`src/rtl/adc_seq_pkg.sv`:
```
// Shared constants, FSM state encoding and helpers for the ADC sequencer.
package adc_seq_pkg;

   // Valid window for raw ADC codes (inclusive on both ends).
   localparam logic [7:0] ADC_CODE_MIN = 8'h38;
   localparam logic [7:0] ADC_CODE_MAX = 8'h9B;

   // Number of accepted samples averaged into one published code.
   localparam int AVG_SAMPLES = 4;
   localparam int AVG_SHIFT   = $clog2(AVG_SAMPLES);
   localparam int CNT_W       = $clog2(AVG_SAMPLES);

   // Accumulator wide enough for AVG_SAMPLES full-scale 8-bit samples.
   localparam int ACC_W = 8 + AVG_SHIFT;

   typedef enum logic [1:0] {
      ST_IDLE  = 2'd0,
      ST_WAIT  = 2'd1,
      ST_START = 2'd2,
      ST_CONV  = 2'd3
   } state_t;

   // True when a raw code lies inside the accepted window.
   function automatic logic in_code_range(input logic [7:0] d);
      return (d >= ADC_CODE_MIN) && (d <= ADC_CODE_MAX);
   endfunction

endpackage

```
`src/rtl/adc_seq_timer.sv`:
```
// Clearable up-counter with a terminal-count flag at TC-1.
// clr has priority over inc; the count holds when neither is asserted.
module adc_seq_timer #(
   parameter int TC = 8
) (
   input  logic clk,
   input  logic rst_n,
   input  logic clr,
   input  logic inc,
   output logic at_tc
);

   localparam int W = (TC > 1) ? $clog2(TC) : 1;
   localparam logic [W-1:0] LAST = W'(TC - 1);

   logic [W-1:0] count;

   // Counter register: clear wins, otherwise count up on inc.
   always_ff @(posedge clk or negedge rst_n) begin
      if (!rst_n) begin
         count <= '0;
      end else if (clr) begin
         count <= '0;
      end else if (inc) begin
         count <= count + 1'b1;
      end
   end

   assign at_tc = (count == LAST);

endmodule

```
`src/rtl/adc_sequencer.sv`:
```
// Periodic ADC acquisition: triggers a conversion every PERIOD_CYC cycles,
// guards each conversion with a timeout, range-checks samples and publishes
// the average of every AVG_SAMPLES accepted samples on code/code_valid.
//
// Handshake: adc_start is a one-cycle request; the ADC answers with a
// one-cycle adc_done carrying adc_data in that same cycle. adc_done is only
// looked at in CONV. code_valid is a one-cycle strobe with no back-pressure;
// code is stable from that strobe until the next one.
module adc_sequencer
   import adc_seq_pkg::*;
#(
   parameter int PERIOD_CYC  = 50000,
   parameter int TIMEOUT_CYC = 1000
) (
   input  logic       clk,
   input  logic       rst_n,
   input  logic       enable,
   input  logic       err_clr,
   output logic       adc_start,
   input  logic       adc_done,
   input  logic [7:0] adc_data,
   output logic [7:0] code,
   output logic       code_valid,
   output logic       range_err,
   output logic       timeout_err,
   output state_t     fsm_state
);

   state_t state;
   state_t next_state;

   logic period_clr;
   logic period_inc;
   logic period_tc;
   logic tmo_clr;
   logic tmo_inc;
   logic tmo_tc;

   logic accept;
   logic reject;
   logic timeout;

   logic [ACC_W-1:0] acc;
   logic [CNT_W-1:0] cnt;
   logic [ACC_W-1:0] sum;

   adc_seq_timer #(.TC(PERIOD_CYC)) u_period (
      .clk   (clk),
      .rst_n (rst_n),
      .clr   (period_clr),
      .inc   (period_inc),
      .at_tc (period_tc)
   );

   adc_seq_timer #(.TC(TIMEOUT_CYC)) u_timeout (
      .clk   (clk),
      .rst_n (rst_n),
      .clr   (tmo_clr),
      .inc   (tmo_inc),
      .at_tc (tmo_tc)
   );

   // State register.
   always_ff @(posedge clk or negedge rst_n) begin
      if (!rst_n) begin
         state <= ST_IDLE;
      end else begin
         state <= next_state;
      end
   end

   // Next-state and control decode. A low enable overrides everything so no
   // trigger, sample or error event is produced on the way back to IDLE.
   always_comb begin
      next_state = state;
      adc_start  = 1'b0;
      accept     = 1'b0;
      reject     = 1'b0;
      timeout    = 1'b0;
      period_clr = 1'b0;
      period_inc = 1'b0;
      tmo_clr    = 1'b0;
      tmo_inc    = 1'b0;
      if (!enable) begin
         next_state = ST_IDLE;
         period_clr = 1'b1;
         tmo_clr    = 1'b1;
      end else begin
         case (state)
            ST_IDLE: begin
               period_clr = 1'b1;
               tmo_clr    = 1'b1;
               next_state = ST_WAIT;
            end
            ST_WAIT: begin
               if (period_tc) begin
                  period_clr = 1'b1;
                  next_state = ST_START;
               end else begin
                  period_inc = 1'b1;
               end
            end
            ST_START: begin
               adc_start  = 1'b1;
               tmo_clr    = 1'b1;
               next_state = ST_CONV;
            end
            ST_CONV: begin
               // A done in the final timeout cycle still counts as done.
               if (adc_done) begin
                  if (in_code_range(adc_data)) begin
                     accept = 1'b1;
                  end else begin
                     reject = 1'b1;
                  end
                  tmo_clr    = 1'b1;
                  next_state = ST_WAIT;
               end else if (tmo_tc) begin
                  timeout    = 1'b1;
                  tmo_clr    = 1'b1;
                  next_state = ST_WAIT;
               end else begin
                  tmo_inc = 1'b1;
               end
            end
            default: begin
               next_state = ST_IDLE;
            end
         endcase
      end
   end

   assign sum = acc + {{(ACC_W-8){1'b0}}, adc_data};

   // Accumulate accepted samples and publish the truncated average.
   always_ff @(posedge clk or negedge rst_n) begin
      if (!rst_n) begin
         acc        <= '0;
         cnt        <= '0;
         code       <= ADC_CODE_MIN;
         code_valid <= 1'b0;
      end else begin
         code_valid <= 1'b0;
         if (!enable || (state == ST_IDLE)) begin
            acc <= '0;
            cnt <= '0;
         end else if (accept) begin
            if (cnt == CNT_W'(AVG_SAMPLES - 1)) begin
               code       <= 8'(sum >> AVG_SHIFT);
               code_valid <= 1'b1;
               acc        <= '0;
               cnt        <= '0;
            end else begin
               acc <= sum;
               cnt <= cnt + 1'b1;
            end
         end
      end
   end

   // Sticky error flags; a new event beats a simultaneous clear.
   always_ff @(posedge clk or negedge rst_n) begin
      if (!rst_n) begin
         range_err   <= 1'b0;
         timeout_err <= 1'b0;
      end else begin
         if (reject) begin
            range_err <= 1'b1;
         end else if (err_clr) begin
            range_err <= 1'b0;
         end
         if (timeout) begin
            timeout_err <= 1'b1;
         end else if (err_clr) begin
            timeout_err <= 1'b0;
         end
      end
   end

   assign fsm_state = state;

endmodule

```
`config.mk`:
```
export PLATFORM = sky130hd
export DESIGN_NAME = adc_sequencer
export DESIGN_NICKNAME = d
export VERILOG_FILES = /design/src/rtl/adc_seq_pkg.sv /design/src/rtl/adc_seq_timer.sv /design/src/rtl/adc_sequencer.sv
export SDC_FILE = /design/constraint.sdc
export NUM_CORES = 1
export LEC_CHECK = 0
export ABC_AREA = 1
export CORE_AREA = 5 5 132 71
export DETAILED_ROUTE_END_ITERATION = 6
export DIE_AREA = 0 0 137 76
export PLACE_DENSITY = 0.63
export SYNTH_ARGS = -nofsm -noshare
export SYNTH_HDL_FRONTEND = slang
export SYNTH_SLANG_ARGS = --single-unit
```
`constraint.sdc`:
```
create_clock -name clk -period 2.21 [get_ports clk]
set_input_delay 0.221 -clock clk [delete_from_list [all_inputs] [get_ports clk]]
set_output_delay 0.221 -clock clk [all_outputs]
set_load 0.05 [all_outputs]
```
==> out/qor.csv <==
metric,value,unit
run status,"finished, final reports clean",
footprint of the multi-input gates,0.00174,sq mm
crit path time final,1.86,ns
antenna violations before repair,0,
count of state elements after synthesis,51,
share of layout cells above drive strength 1,7.94,%
die width,137,um
die footprint,0.0104,sq mm
Initial Util,39.3,%
final number of hold-violating endpoints,0,
Worst slew margin,53.6,%
Slowest cell on crit path,clkdlybuf4s50_1,
core area,0.00826,sq mm
leakage power,1.95,nW
Peak VDD IR,313,uV
Ys Warns,0,
Mapped Nets,483,
Ports,27,
startpoint types,register,
RSZ-0062 raised after global routing,false,
first-pass GRT wire length,13300,um
family with the most delay on the worst path,buffers and inverters,
Skew-Pair Late Insertion Delay,0.30,ns
Resized cells post-CTS,0,
global route total overflow,0,
pwr dens,633,mW/mm^2
clk sinks,51,
Synth Cell Area,0.00324,sq mm
Syn Inst Count,454,
critical-path cell list,clkdlybuf4s50_1,
FMAX,539,MHz
worst reg2reg path startpoint,u_timeout.count[0]$_DFFE_PN0P_,
IO Port Bufs,26,
DR vias/cell,4.71,
post-route ant nets,0,
# rows,24,
placed cell areas,0.00366,sq mm
setup TNS,0,ns
max-slew violations,0,
Post-CTS Setup Inserts,0,
fill cell count,811,
Area Growth Syn to Fin,17.8,%
max incr delay on CP,0.80,ns
DRT Pass-1 Iters,5,
post-synth cell types,34,
mean area per synthesized cell,7.14,sq um
vias in the first global route,2685,
Worst-path clk slew,0.07,ns
WS Path Type,reg -> out,
Hold Path Origin,code[4]$_DFFE_PN1P_,
Tightest Hold Check Type,reg -> reg,
CP max FO,2,
hold buffer count at CTS,1,
CTS tree,built,
worst setup path start,code[3]$_DFFE_PN1P_,
Starting DRT DRC Count,215,
final wirelength,7670,um
share of the synthesized area in the top cell type,37.1,%
"leading cell type in the layout, fill and taps excluded",nand2_1,
fin crit share,84.0,%
Max Buffers Root-to-Sink,2,
Critical Path Sink Type,primary output,
Finished Cell Area,0.00382,sq mm
Worst Skew,0.00488,ns
vias,2862,
share of the yosys chip area belonging to registers,39.5,%
antenna cells,0,
leading area contributor after synthesis,dfrtp_1,
Die H,76,um
Least-Margin Pin Slew,0.696,ns
"Req. time, crit path",1.99,ns
# DRC,0,
largest cells by area after synthesis,"dfrtp_1 37%, nand2_1 21%, nand3_1 5.9%, ha_1 5.8%, nor2_1 5.8%",
CP arrival,1.64,ns
final setup fails,0,
Seq. cell area,0.00128,sq mm
max cap viols,0,
WL per Instance,12.6,um
TritonCTS buffer count,5,
most frequent cells in the layout,"182 x nand2_1, 50 x nor2_1, 49 x inv_1, 48 x dfrtp_1, 38 x nand3_1",
worst path bufs/invs,1,
nets@finish,519,
GRT Overall Usage,16.0,%
largest net degree at the start of global routing,30,
Routability Congestion,0.912,
htree depth,2,
CTS Root Buffer Type,clkbuf_16,
DP HPWL,6010,um
==> where the power goes <==
group / switching, mW / internal [mW] / leakage, nW
clock: 0.374 / 0.419 / 0.0658
sequential: 0.0551 / 0.978 / 0.698
combinational: 0.411 / 0.180 / 1.18
==> cell usage after synthesis <==
cell type and number:
o31ai_1 2, nor2_4 3, a21oi_1 4, nor2_1 50
nand3_1 38, fa_1 1, nand4_2 1, o21ai_0 4
xnor2_1 1, buf_2 3, inv_1 49, nor3_1 5
ha_1 15, nand3_2 1, a31o_2 1, nor2_8 1
inv_4 2, nand2_1 182, inv_2 2, xor2_1 13
and2_0 1, nor3_2 1, nand4_4 1, a21oi_2 1
nor2_2 4, a21o_1 1, o32ai_1 1, nand3b_1 1
dfrtp_1 48, o21bai_1 2, dfstp_2 3, nand2_2 3
nand4_1 8, a21boi_0 1
==> per-layer routing <==
metal / global-route usage (%) / vias up / wire length [um]
li1: - / 1503 / -
met1: 26.4 / 1302 / 4470
met5: 0 / - / 0
met2: 20.7 / 53 / 2780
met4: 2.49 / 0 / 34
met3: 4.29 / 4 / 384
==> path summary, 6_finish.rpt <==
kind | endpoint | slack, ns | depth (start not counted)
setup / recovery | code[3] | 0.35 | 1
hold / removal | code[4]$_DFFE_PN1P_ | 0.46 | 2
setup reg to reg | u_timeout.count[2]$_DFFE_PN0P_ | 0.38 | 10
hold reg to reg | code[4]$_DFFE_PN1P_ | 0.46 | 2
max in group asynchronous | u_timeout.count[6]$_DFFE_PN0P_ | 1.07 | 3
min in group asynchronous | acc[1]$_DFFE_PN0P_ | 0.50 | 2
==> tightest hold or removal path, cell delays in order (launching register included) <==
cell     delay, ns
dfstp_2       0.37
nand2_1       0.05
nand2_1       0.04
==> cell type report <==
class	instances	area share (%)
clock buffer	5	3.28
clock inverter	3	0.524
inverter	53	5.34
multi-input combinational	347	45.6
sequential	51	33.5
tap	117	3.83
timing repair buffer	32	7.86
==> sequential cells by signal, indices dropped and copies added (netlist names) <==
| register | count |
|---|---|
| u_timeout.count | 10 |
| code_valid | 1 |
| fsm_state | 2 |
| range_err | 1 |
| acc | 10 |
| code | 8 |
| timeout_err | 1 |
| u_period.count | 16 |
| cnt | 2 |
==> per-stage QoR <==
| stage | std cells | worst slack [ns] | power, mW | hold slack (ns) | utilization (%) |
|---|---|---|---|---|---|
| 2_1_floorplan | 454 | 0.377 | 1.45 | -0.0746 | - |
| 3_3_place_gp | 599 | 0.128 | 1.64 | 0.300 | 44.4 |
| 3_5_place_dp | 599 | 0.112 | 1.64 | 0.308 | 44.4 |
| 4_1_cts | 608 | 0.339 | 2.44 | 0.466 | 46.2 |
| 5_1_grt | 608 | 0.118 | 2.56 | 0.484 | 46.2 |
| 6_report | 608 | 0.353 | 2.42 | 0.463 | 46.2 |
==> cell families (layout without fill, tap and decap cells) <==
family                   count (synthesis)  in the layout  synth area share (%)
adder cells (fa/ha/maj)                 16             16                  6.41
flip-flops                              51             51                  39.5
AND/OR/NAND/NOR                        300            300                  40.1
buffers and inverters                   56             93                  6.75
AO/OA/AOI/OAI                           17             17                  3.44
XOR/XNOR                                14             14                  3.78
No activity file was read; power rests on OpenSTA's default activity.
